File: config.mk
export PLATFORM = sky130hd
export DESIGN_NAME = bram_stream_master
export DESIGN_NICKNAME = d
export VERILOG_FILES = /design/src/rtl/bram_stream_pkg.sv /design/src/rtl/bram_stream_fifo.sv /design/src/rtl/bram_stream_master.sv
export SDC_FILE = /design/constraint.sdc
export NUM_CORES = 1
export LEC_CHECK = 0
export ABC_CLOCK_PERIOD_IN_PS = 4500
export CAP_MARGIN = 0
export CORE_ASPECT_RATIO = 1.75
export CORE_MARGIN = 5
export CORE_UTILIZATION = 45
export DETAILED_ROUTE_END_ITERATION = 10
export PLACE_DENSITY = 0.74
export SYNTH_ARGS = -nofsm -noshare
export SYNTH_HDL_FRONTEND = slang
export SYNTH_SLANG_ARGS = --single-unit
File: constraint.sdc
create_clock -name clk -period 4.5 [get_ports clk]
set_clock_uncertainty 0.2 [all_clocks]
set_input_delay 1.125 -clock clk [delete_from_list [all_inputs] [get_ports clk]]
set_output_delay 1.125 -clock clk [all_outputs]
set_load 0.02 [all_outputs]
File: src/rtl/bram_stream_pkg.sv
// Shared definitions for the BRAM stream master: size codes, lane/step helpers
// and the controller state encoding.
package bram_stream_pkg;

  localparam logic [1:0] SIZE_BYTE    = 2'd0;
  localparam logic [1:0] SIZE_HALF    = 2'd1;
  localparam logic [1:0] SIZE_WORD    = 2'd2;
  localparam logic [1:0] SIZE_ILLEGAL = 2'd3;

  typedef enum logic [1:0] {
    ST_IDLE,
    ST_WR,
    ST_RD,
    ST_FIN
  } state_e;

  function automatic logic [3:0] size_be(input logic [1:0] size);
    case (size)
      SIZE_BYTE: return 4'b0001;
      SIZE_HALF: return 4'b0011;
      default:   return 4'b1111;
    endcase
  endfunction

  function automatic logic [2:0] size_step(input logic [1:0] size);
    case (size)
      SIZE_BYTE: return 3'd1;
      SIZE_HALF: return 3'd2;
      default:   return 3'd4;
    endcase
  endfunction

  // True when the command cannot be issued to the slave at all.
  function automatic logic size_reject(input logic [1:0] size, input logic [1:0] addr_lsb);
    case (size)
      SIZE_BYTE: return 1'b0;
      SIZE_HALF: return addr_lsb[0];
      SIZE_WORD: return addr_lsb != 2'b00;
      default:   return 1'b1;
    endcase
  endfunction

endpackage

File: src/rtl/bram_stream_fifo.sv
// Two-entry read-data FIFO between the BRAM slave and the m_* stream.
module bram_stream_fifo
  import bram_stream_pkg::*;
#(
  parameter int WIDTH = 32
) (
  input  logic             clk,
  input  logic             rst,
  input  logic             flush,
  input  logic             push,
  input  logic [WIDTH-1:0] push_data,
  input  logic             pop,
  output logic [WIDTH-1:0] pop_data,
  output logic             full,
  output logic             empty
);

  logic [WIDTH-1:0] mem [2];
  logic             wr_ptr;
  logic             rd_ptr;
  logic [1:0]       count;
  logic             do_push;
  logic             do_pop;

  assign full    = count == 2'd2;
  assign empty   = count == 2'd0;
  assign do_push = push && !full;
  assign do_pop  = pop && !empty;

  // NOTE: the storage array carries no reset; only pointers and count are reset, and the output is masked while empty.
  always_ff @(posedge clk) begin
    if (do_push) mem[wr_ptr] <= push_data;
  end

  always_ff @(posedge clk) begin
    if (rst || flush) begin
      wr_ptr <= 1'b0;
      rd_ptr <= 1'b0;
      count  <= 2'd0;
    end else begin
      if (do_push) wr_ptr <= ~wr_ptr;
      if (do_pop)  rd_ptr <= ~rd_ptr;
      case ({do_push, do_pop})
        2'b10:   count <= count + 2'd1;
        2'b01:   count <= count - 2'd1;
        default: count <= count;
      endcase
    end
  end

  assign pop_data = empty ? '0 : mem[rd_ptr];

endmodule

File: src/rtl/bram_stream_master.sv
// Command-driven master for the run-based single-port BRAM slave, bridging
// valid/ready write and read streams and restarting runs after stalls.
module bram_stream_master
  import bram_stream_pkg::*;
#(
  parameter int ADDR_WIDTH = 32,
  parameter int DATA_WIDTH = 32,
  parameter int LEN_WIDTH  = 16
) (
  input  logic                    clk,
  input  logic                    rst,
  input  logic                    cmd_valid,
  output logic                    cmd_ready,
  input  logic [ADDR_WIDTH-1:0]   cmd_addr,
  input  logic [LEN_WIDTH-1:0]    cmd_len,
  input  logic [1:0]              cmd_size,
  input  logic                    cmd_write,
  input  logic                    s_valid,
  input  logic [DATA_WIDTH-1:0]   s_data,
  output logic                    s_ready,
  output logic                    m_valid,
  output logic [DATA_WIDTH-1:0]   m_data,
  input  logic                    m_ready,
  output logic                    done,
  output logic                    err,
  output logic                    mem_enable,
  output logic                    mem_wr_en,
  output logic [ADDR_WIDTH-1:0]   mem_addr,
  output logic [DATA_WIDTH-1:0]   mem_i_data,
  output logic [DATA_WIDTH/8-1:0] mem_be,
  input  logic                    mem_ready,
  input  logic [DATA_WIDTH-1:0]   mem_o_data,
  input  logic                    mem_bus_err
);

  localparam int BE_W = DATA_WIDTH / 8;

  state_e                  state;
  logic [1:0]              size_q;
  logic [LEN_WIDTH-1:0]    len_q;
  logic [LEN_WIDTH-1:0]    remaining;
  logic [LEN_WIDTH-1:0]    captured;
  logic [ADDR_WIDTH-1:0]   next_addr;
  logic [ADDR_WIDTH-1:0]   run_base;
  logic                    err_q;

  logic [ADDR_WIDTH-1:0]   step;
  logic                    active;
  logic                    wr_beat;
  logic                    rd_issue;
  logic                    abort;
  logic                    push;
  logic                    pop;
  logic                    fifo_full;
  logic                    fifo_empty;
  logic [DATA_WIDTH-1:0]   rd_data;

  assign step     = ADDR_WIDTH'(size_step(size_q));
  assign active   = (state == ST_WR) || (state == ST_RD);
  assign wr_beat  = (state == ST_WR) && s_valid && (remaining != '0);
  assign rd_issue = (state == ST_RD) && (captured != len_q) && !fifo_full;
  assign abort    = active && mem_bus_err;

  // Reset gates the enable combinationally so the slave's run offset clears in the same cycle.
  assign mem_enable = !rst && (wr_beat || rd_issue);
  assign s_ready    = !rst && wr_beat;
  assign mem_wr_en  = state == ST_WR;
  assign mem_addr   = run_base;
  assign mem_i_data = (state == ST_WR) ? s_data : '0;
  assign mem_be     = active ? BE_W'(size_be(size_q)) : '0;
  assign cmd_ready  = state == ST_IDLE;
  assign done       = state == ST_FIN;
  assign err        = err_q;

  // The over-issued read at the end of a run never returns mem_ready, so only real beats land here.
  assign push = (state == ST_RD) && mem_enable && mem_ready;
  assign pop  = m_valid && m_ready;

  // NOTE: every output of this block gets a default first so no latch is inferred on any path.
  always_comb begin
    rd_data = mem_o_data;
    case (size_q)
      SIZE_BYTE: rd_data = {{(DATA_WIDTH-8){1'b0}}, mem_o_data[7:0]};
      SIZE_HALF: rd_data = {{(DATA_WIDTH-16){1'b0}}, mem_o_data[15:0]};
      default:   rd_data = mem_o_data;
    endcase
  end

  bram_stream_fifo #(.WIDTH(DATA_WIDTH)) u_fifo (
    .clk       (clk),
    .rst       (rst),
    .flush     (abort),
    .push      (push),
    .push_data (rd_data),
    .pop       (pop),
    .pop_data  (m_data),
    .full      (fifo_full),
    .empty     (fifo_empty)
  );

  assign m_valid = !fifo_empty;

  // NOTE: non-blocking assignments throughout; a later assignment in the same branch overrides an earlier one.
  always_ff @(posedge clk) begin
    if (rst) begin
      state     <= ST_IDLE;
      size_q    <= SIZE_BYTE;
      len_q     <= '0;
      remaining <= '0;
      captured  <= '0;
      next_addr <= '0;
      run_base  <= '0;
      err_q     <= 1'b0;
    end else begin
      err_q <= 1'b0;
      if (!mem_enable) run_base <= next_addr;

      case (state)
        ST_IDLE: begin
          if (cmd_valid) begin
            size_q    <= cmd_size;
            len_q     <= cmd_len;
            remaining <= cmd_len;
            captured  <= '0;
            next_addr <= cmd_addr;
            run_base  <= cmd_addr;
            if (size_reject(cmd_size, cmd_addr[1:0])) err_q <= 1'b1;
            else if (cmd_len == '0)                   state <= ST_FIN;
            else                                      state <= cmd_write ? ST_WR : ST_RD;
          end
        end

        ST_WR: begin
          if (mem_bus_err) begin
            state <= ST_IDLE;
            err_q <= 1'b1;
          end else if (wr_beat) begin
            next_addr <= next_addr + step;
            remaining <= remaining - LEN_WIDTH'(1);
            if (remaining == LEN_WIDTH'(1)) state <= ST_FIN;
          end
        end

        ST_RD: begin
          if (mem_bus_err) begin
            state <= ST_IDLE;
            err_q <= 1'b1;
          end else begin
            if (push) begin
              captured  <= captured + LEN_WIDTH'(1);
              next_addr <= next_addr + step;
            end
            if (captured == len_q && fifo_empty) state <= ST_FIN;
          end
        end

        ST_FIN: state <= ST_IDLE;

        default: state <= ST_IDLE;
      endcase
    end
  end

endmodule

==> run summary, run 1 <==
The worst setup path is launched from an input pin. The number of violations of the max-capacitance limit is 0. The post-CTS setup buffer count came out at 0. The largest individual stage delay along the critical path comes from the cell clkdlybuf4s50_1. The area of the placeable core came out at 20850 um2. The mean instance size in the synthesized netlist is between 8 and 9 um2. The number of flip-flops and latches in the synthesized netlist is 186. No sink is reached through more buffers than the 2 on the longest clock path. The number of cells produced by synthesis came out at approximately 1100. The congestion estimate from routability-driven global placement came to 0.8974. The flow ran to the end, and the final reports show no timing, DRC or antenna violations. The sum of net half-perimeters after detailed placement is around 20000 um. The worst min-delay path category is register to register. The final worst setup slack is around 300 ps.

The TritonCTS clock tree is done. Together, buffers and inverters on the worst path number 2. Setup slack on the worst reg-to-reg path comes out at 1000 ps.

The final clock period utilization by the worst path is 0.9351. The static leakage came out at 4.307 nW. The first global-routing pass estimated ~43000 um of wire.

In this design, the critical path's most frequently occurring cell is clkdlybuf4s50_1. After the first detailed-routing iteration, the DRC count stood at approximately 610. The pre-CTS setup slack came out at roughly 260 ps.

For this run, the slowest stage of the critical path takes approximately 680 ps. In the synthesized netlist the dominant register cell turns out to be dfxtp_1. The slew at the pin with the worst max-slew slack came out at 874.4 ps. The async set-reset flop share out of synthesis came out at 0.

The aggregate global routing overflow is 0. After synthesis, the cell types taking the most area are dfxtp_1 (26%), edfxtp_1 (20%), mux2i_1 (7.3%). In this run the remaining antenna-violating nets after routing total 0. The path type of the worst setup path is input pin to output pin. Relative to the synthesized area, the layout overhead comes to 31.87%. The number of library cell types mapped by synthesis is 68. The final number of max-transition violations was 0. The sum of routed wire length over all layers came out at approximately 27000 um. The final layout contains around 1400 nets.

The die is ~200 um tall. The latest clock arrival within the worst-skew pair is 430 ps. The initial antenna violation count is 1.

Entering global routing, the biggest net connects 85 pins. In this run, CTS created clock tree buffers numbering 17. The standard-cell row count came out at 70. The library cell used most frequently in the layout, excluding fill and tap cells, is clkdlybuf4s50_1. The number of nets produced by synthesis is 1194.

The number of sinks driven by the clock tree is around 190. The total routing resource utilization after global routing is 0.2197. Adding up every negative setup slack in the final design gives 0 ps. The data required time of the critical path came out at roughly 3200 ps. The arrival time of data at the critical path endpoint is between 2000 and 3000 ps. The via count normalized by instance count came out at 5.696. The signal on the critical path passes through clkdlybuf4s50_1 > nand2_1 > a31oi_1 > a41o_2 > clkdlybuf4s50_1. The initial cell density of the core is 0.4552. Setup repair after global routing left no endpoint under its margin. The fraction of final layout cells with drive strength greater than 1 came out at 0.06572. In this run the power density over the cells is 616.4 nW/um2. In the layout the commonest cells are clkdlybuf4s50_1 (227), a21oi_1 (123), dfxtp_1 (121). The final routed DRC violation total came out at 0. The headroom to the max-slew limit came out at 0.4117. For this run, the detailed router's first-pass iteration total came to 5. The biggest area contributor in the post-synthesis netlist is dfxtp_1.

The number of levels in the clock H-tree is 4. Along the worst path, the maximum fanout reaches 4. The total vias in the final route came out at 8635. The post-synthesis sequential area ratio is 0.4600. The die covers 24200 um2.

The shortest period the worst path allows is 4208 ps. The via count of the first global-routing pass came out at around 8500. The setup-violating endpoint count in the final report came out at 0. The fraction of post-synthesis cell area in the top cell type by area is 0.2574. In this run the horizontal extent of the chip is ~120 um.

The worst-case vdd ir drop is ~360 uV. The fmax came out at approximately 0.24 GHz. The per-cell routed wire length came out at ~18 um. The count of yosys warnings during synthesis is 0.

The number of gates given a new drive strength after cts came out at 0. The kind of cell with the highest combined delay along the critical path is buffers and inverters. After clock tree synthesis, the flow added hold-fix buffers numbering 0. In this run the clock root is driven by a clkbuf_16. The post-synth design cell area is approximately 9500 um2. In this run the count of I/O pins placed on the die edge is 229. STA classifies the critical path endpoint as an output pin. The number of input and output port buffers inserted came out at roughly 230. The number of hold violations in the final report is 0.

The count of flip-flops with a built-in enable after synthesis is 64. The clock slew at the register clock pins of the worst setup and hold paths came out at 70 ps.
-- power breakdown --
part | total, mW | switching (mW) | internal [mW]
logic | 3.78 | 2.26 | 1.52
registers | 2.40 | 0.307 | 2.09
clock network | 1.53 | 0.692 | 0.842
-- state kept, by name (all words and copies together) (netlist names), named ones only --
| register | flops |
|---|---|
| captured | 16 |
| err | 1 |
| len_q | 16 |
| mem_addr | 32 |
| next_addr | 32 |
| remaining | 16 |
| size_q | 2 |
| state | 2 |
| u_fifo.count | 2 |
| u_fifo.mem | 64 |
| u_fifo.rd_ptr | 1 |
| u_fifo.wr_ptr | 1 |
-- cells by family after synthesis --
logic type / after synthesis / synth area share
adders and majority gates: 12 / 0.01662
buffers and inverters: 103 / 0.04695
and+or+nand+nor: 377 / 0.1919
muxes: 70 / 0.07398
DFF: 186 / 0.4600
AOI/OAI and AO/OA: 292 / 0.1921
xor gates and xnor gates: 20 / 0.01846
-- cell usage after synthesis (all sizes together), types with 2 or more instances --
| cell type | number |
|---|---|
| o211ai | 5 |
| dfxtp | 122 |
| edfxtp | 64 |
| o21bai | 2 |
| or4 | 6 |
| and2 | 52 |
| a211oi | 16 |
| buf | 23 |
| nand3 | 23 |
| or3 | 10 |
| o31ai | 5 |
| xnor2 | 3 |
| and3 | 8 |
| ha | 11 |
| nand2 | 121 |
| o22a | 2 |
| a21o | 2 |
| inv | 22 |
| a22oi | 2 |
| o211a | 2 |
| o31a | 3 |
| a31oi | 4 |
| clkinv | 2 |
| xor2 | 17 |
| nor2b | 16 |
| nand2b | 4 |
| a21oi | 123 |
| nor2 | 84 |
| nand4 | 9 |
| o221a | 5 |
| clkbuf | 56 |
| nor4 | 15 |
| a41oi | 4 |
| o2bb2ai | 2 |
| mux2i | 69 |
| nor3 | 17 |
| o21ai | 69 |
| and4 | 2 |
| a311oi | 2 |
| o32ai | 26 |
| or2 | 6 |
| or3b | 2 |
| o22ai | 8 |
-- worst paths after layout --
kind / end / cells after the start / start
worst max-delay path: mem_enable / 5 / s_valid
worst min-delay path: len_q[4] / 2 / len_q[4]
worst max register to register: u_fifo.count[1] / 9 / captured[2]
worst min register to register: len_q[4] / 2 / len_q[4]
-- cell type report --
| type | count | area, um2 |
|---|---|---|
| Timing Repair Buffer | 250 | 2442 |
| Clock inverter | 15 | 178.9 |
| Clock buffer | 17 | 425.4 |
| Fill cell | 1842 | 8333 |
| Sequential cell | 186 | 4365 |
| Antenna cell | 1 | 2.502 |
| Tap cell | 252 | 315.3 |
| Inverter | 24 | 90.09 |
| Multi-Input combinational cell | 771 | 4692 |
-- per-layer routing --
metal	track usage	vias to the layer above	share of wire
met5	0	-	0
met4	0.09177	0	0.029
met3	0.04339	44	0.062
met2	0.4112	340	0.54
met1	0.2378	4035	0.37
li1	-	4216	-
-- worst reg2reg max path, cell delays in order (launching register included) --
cell,delay [ps]
dfxtp_1,460
xor2_1,140
nor4_1,430
nand4_1,360
a41o_2,410
buf_4,310
nand4_1,300
ha_1,320
or3_1,370
a21oi_1,140
-- stage by stage --
step	cell area [um2]	utilization	hold WS (ps)	total power [mW]	std cells
finish	12510	0.6002	268.3	7.713	1516
global route	12510	0.6002	287.8	8.220	1516
CTS	12510	0.6001	269.5	7.739	1515
detailed placement	11910	0.5711	259.3	6.201	1483
global placement	11910	0.5711	255.2	6.123	1483
floorplan	9488	-	242.6	5.054	1060
Note: power is estimated with default switching activity, not from simulation.
==> run 2, diff against run 1 <==
- MAX_ROUTING_LAYER: unset -> met4
- SYNTH_HIERARCHICAL: unset -> 1
==> run summary, run 2 <==
In the layout the commonest cells are clkdlybuf4s50_1 (227), dfxtp_1 (121), a21oi_1 (120). The fraction of power spent switching nets came out at 0.4016. Dividing the detail-routed wire length by the instance count gives 17.77 um. The fraction of final layout cells with drive strength greater than 1 came out at 0.06661. The number of cells produced by synthesis is about 1100. The clock power share came out at 0.221. The number of flip-flops and latches in the synthesized netlist is between 150 and 200.

The run finished with clean final reports. The standard-cell row count came out at 70. The initial antenna violation count came out at 0. The initial cell density of the core came out at 0.4562. The worst setup path is captured at an output pin. For the final routed database, the setup TNS stands at 0 ps.

The number of different library cells used by synthesis comes to between 70 and 80. The setup path with the least slack is of type input pin to output pin. The wire length of the first global-routing pass came out at roughly 43000 um.

The headroom to the max-slew limit is 0.2696. The async set-reset flop share out of synthesis is 0. After synthesis, the most frequently instantiated cells are dfxtp_1 (122), a21oi_1 (121), nand2_1 (107). The finished layout holds 1513 standard cells, fillers aside. The worst-case clock buffer depth came out at 2. The number of sinks driven by the clock tree came out at around 190. The final clock period utilization by the worst path came out at 0.9582. Setup repair after global routing left no endpoint under its margin.

The mean instance size in the synthesized netlist came out at a little over 9 um2. The total power divided by cell area is roughly 540 nW/um2. The net total in the final layout is ~1400. The TritonCTS clock tree is done.

The final routed DRC violation total is 0. The number of input and output port buffers inserted is around 230. In this run the remaining antenna-violating nets after routing total 0.

The final core utilization is 0.6029. The area of the placeable core came out at roughly 21000 um2. Clock-pin slew was measured on the worst setup and hold paths at roughly 70 ps. At the end of routability-driven placement, the weighted congestion stood at roughly 0.89.

The number of hold violations in the final report came out at 0. The total routing resource utilization after global routing came out at 0.2237. The floorplan step set the die width to 119.9 um. The final number of max-transition violations is 0. The via count normalized by instance count came out at 5.635. The arrival time of data at the critical path endpoint is around 3000 ps. The most common cell in the synthesized netlist is dfxtp_1. The slew at the pin with the worst max-slew slack is about 1100 ps. The area growth from synthesis to layout is 32.15%. The number of buffers inserted for hold repair after clock tree synthesis is 0. The largest register by flop count is u_fifo/mem. By area the synthesized netlist is led by dfxtp_1 (26%), edfxtp_1 (20%), mux2i_1 (6.9%). The via count of the first global-routing pass is 8420. In this run, the number of DRC markers left after iteration 0 of detailed routing was 526. The number of nets produced by synthesis is 1185. The latest clock arrival within the worst-skew pair came out at 430 ps. Pin placement for this block handled about 230 I/O pins.

The flip-flop count of the largest register, all copies and words added came out at 64. The antenna diode instance count is 0. The proportion of power drawn by combinational gates came out at 0.435.

The worst-case vdd ir drop is roughly 380 uV. The data required time of the critical path is about 3200 ps. The TritonCTS buffer count came out at 17.

The worst hold-check slack is 272.9 ps. The library cell used most frequently in the layout, excluding fill and tap cells, is clkdlybuf4s50_1. In this run the worst hold path is classified as register to register. The share of total power in sequential cells came out at 0.344. In this run, placement finished with an instance count of ~1500.

The post-synth design cell area is 9510 um2. The tool flagged a number of max-cap violations equal to 0. The height of the chip is 202.3 um. The shortest period the worst path allows is around 4300 ps. The post-synthesis sequential area ratio is 0.4589. The worst setup path is launched from an input pin. The pin count of the biggest net entering global routing came out at 86.

The post-CTS setup buffer count came out at 0. For this run, the number of Yosys warnings is 6. The overall die area came out at approximately 24000 um2. The first detailed-routing pass ran for 5 iterations. Of all nets on the critical path, the largest fanout is 4. The clock tree root driver cell is clkbuf_16.

In this run, synthesis inferred 64 flip-flops with an integrated enable. Timing would allow up to 0.2319 GHz. The total net switching power is approximately 2.7 mW. The library cell with the largest summed area after synthesis is dfxtp_1. The total vias in the final route is between 8000 and 9000. Internal power comes to ~4.1 mW.

The sum of net half-perimeters after detailed placement came out at 19460 um. Setup violations remaining at the end of the flow were counted as 0. The sum of routed wire length over all layers came out at around 27000 um. The main flop type after synthesis is dfxtp_1. The share of synthesized area in the top cell type comes to 0.2568. The static leakage is 4.489 nW. The number of levels in the clock H-tree came out at 4.

For this run the aggregate overflow at the end of global routing stands at 0.
-- run 2: changes by cell type in the layout (fill, tap and decap cells not counted), moves of 4 or more --
cell	before	now
nor3_1	17	30
nor4_2	0	5
inv_1	22	18
o21ai_0	63	74
nor2_1	81	74
o32ai_1	25	14
nand2_1	120	106
xnor2_1	3	9
o2bb2ai_1	2	6
-- run 2: routing by layer --
metal  track usage  share of wire  vias to the layer above  wire, um
met4       0.08849          0.032                        0       857
met2        0.4094           0.54                      262     14430
met5             -              0                        -         0
met1        0.2299           0.38                     4009     10290
li1              -              -                     4199         -
met3       0.04927          0.049                       55      1308
-- run 2: timing repair --
item                       in CTS  in global routing
setup endpoints to repair       0                  1
gates resized for setup         0                  1
hold endpoints to repair        0                  0
-- run 2: worst max-delay path: stages --
cell,delay [ps]
clkdlybuf4s50_1,590
nand2_1,150
a21oi_2,230
a21oi_4,60
nor2_1,190
clkdlybuf4s50_1,640
-- run 2: power groups by stage --
stage	combinational, mW	clock (mW)	sequential (mW)
3_5_place_dp	2.94	0	2.37
5_1_grt	3.23	1.61	2.38
3_3_place_gp	2.88	0	2.36
4_1_cts	2.95	1.54	2.33
6_report	2.96	1.50	2.34
2_1_floorplan	1.98	0	2.38
-- run 2: cell families after synthesis --
logic type	share of synthesized area
AOI/OAI and AO/OA	0.1798
DFF	0.4589
muxes	0.07065
and+or+nand+nor	0.2058
buffers and inverters	0.04249
adders and majority gates	0.01658
xor gates and xnor gates	0.02579
-- run 2: final cells by class --
class / instances / area, um2
clock buffer: 17 / 425.4
inverter: 22 / 82.58
timing repair buffer: 250 / 2455
sequential: 186 / 4365
multi-input combinational: 771 / 4761
tap: 252 / 315.3
fill: 1794 / 8277
clock inverter: 15 / 163.9
-- run 2: stage by stage --
| step | setup slack (ps) | cell area, um2 | total power [mW] |
|---|---|---|---|
| final | 188.2 | 12570 | 6.804 |
| after global routing | 80.48 | 12570 | 7.220 |
| after CTS | 122.5 | 12560 | 6.824 |
| after detailed placement | 138.1 | 11980 | 5.306 |
| after global placement | 130.4 | 11980 | 5.238 |
| after floorplan | 749.0 | 9510 | 4.357 |
-- run 2: path summary, 6_finish.rpt --
path,to,startpoint,cells past startpoint,slack [ps]
setup reg to reg,u_fifo/mem[0][10],state[1],10,1110
setup / recovery,mem_enable,s_valid,6,190
hold reg to reg,size_q[0],size_q[0],2,270
hold / removal,size_q[0],size_q[0],2,270
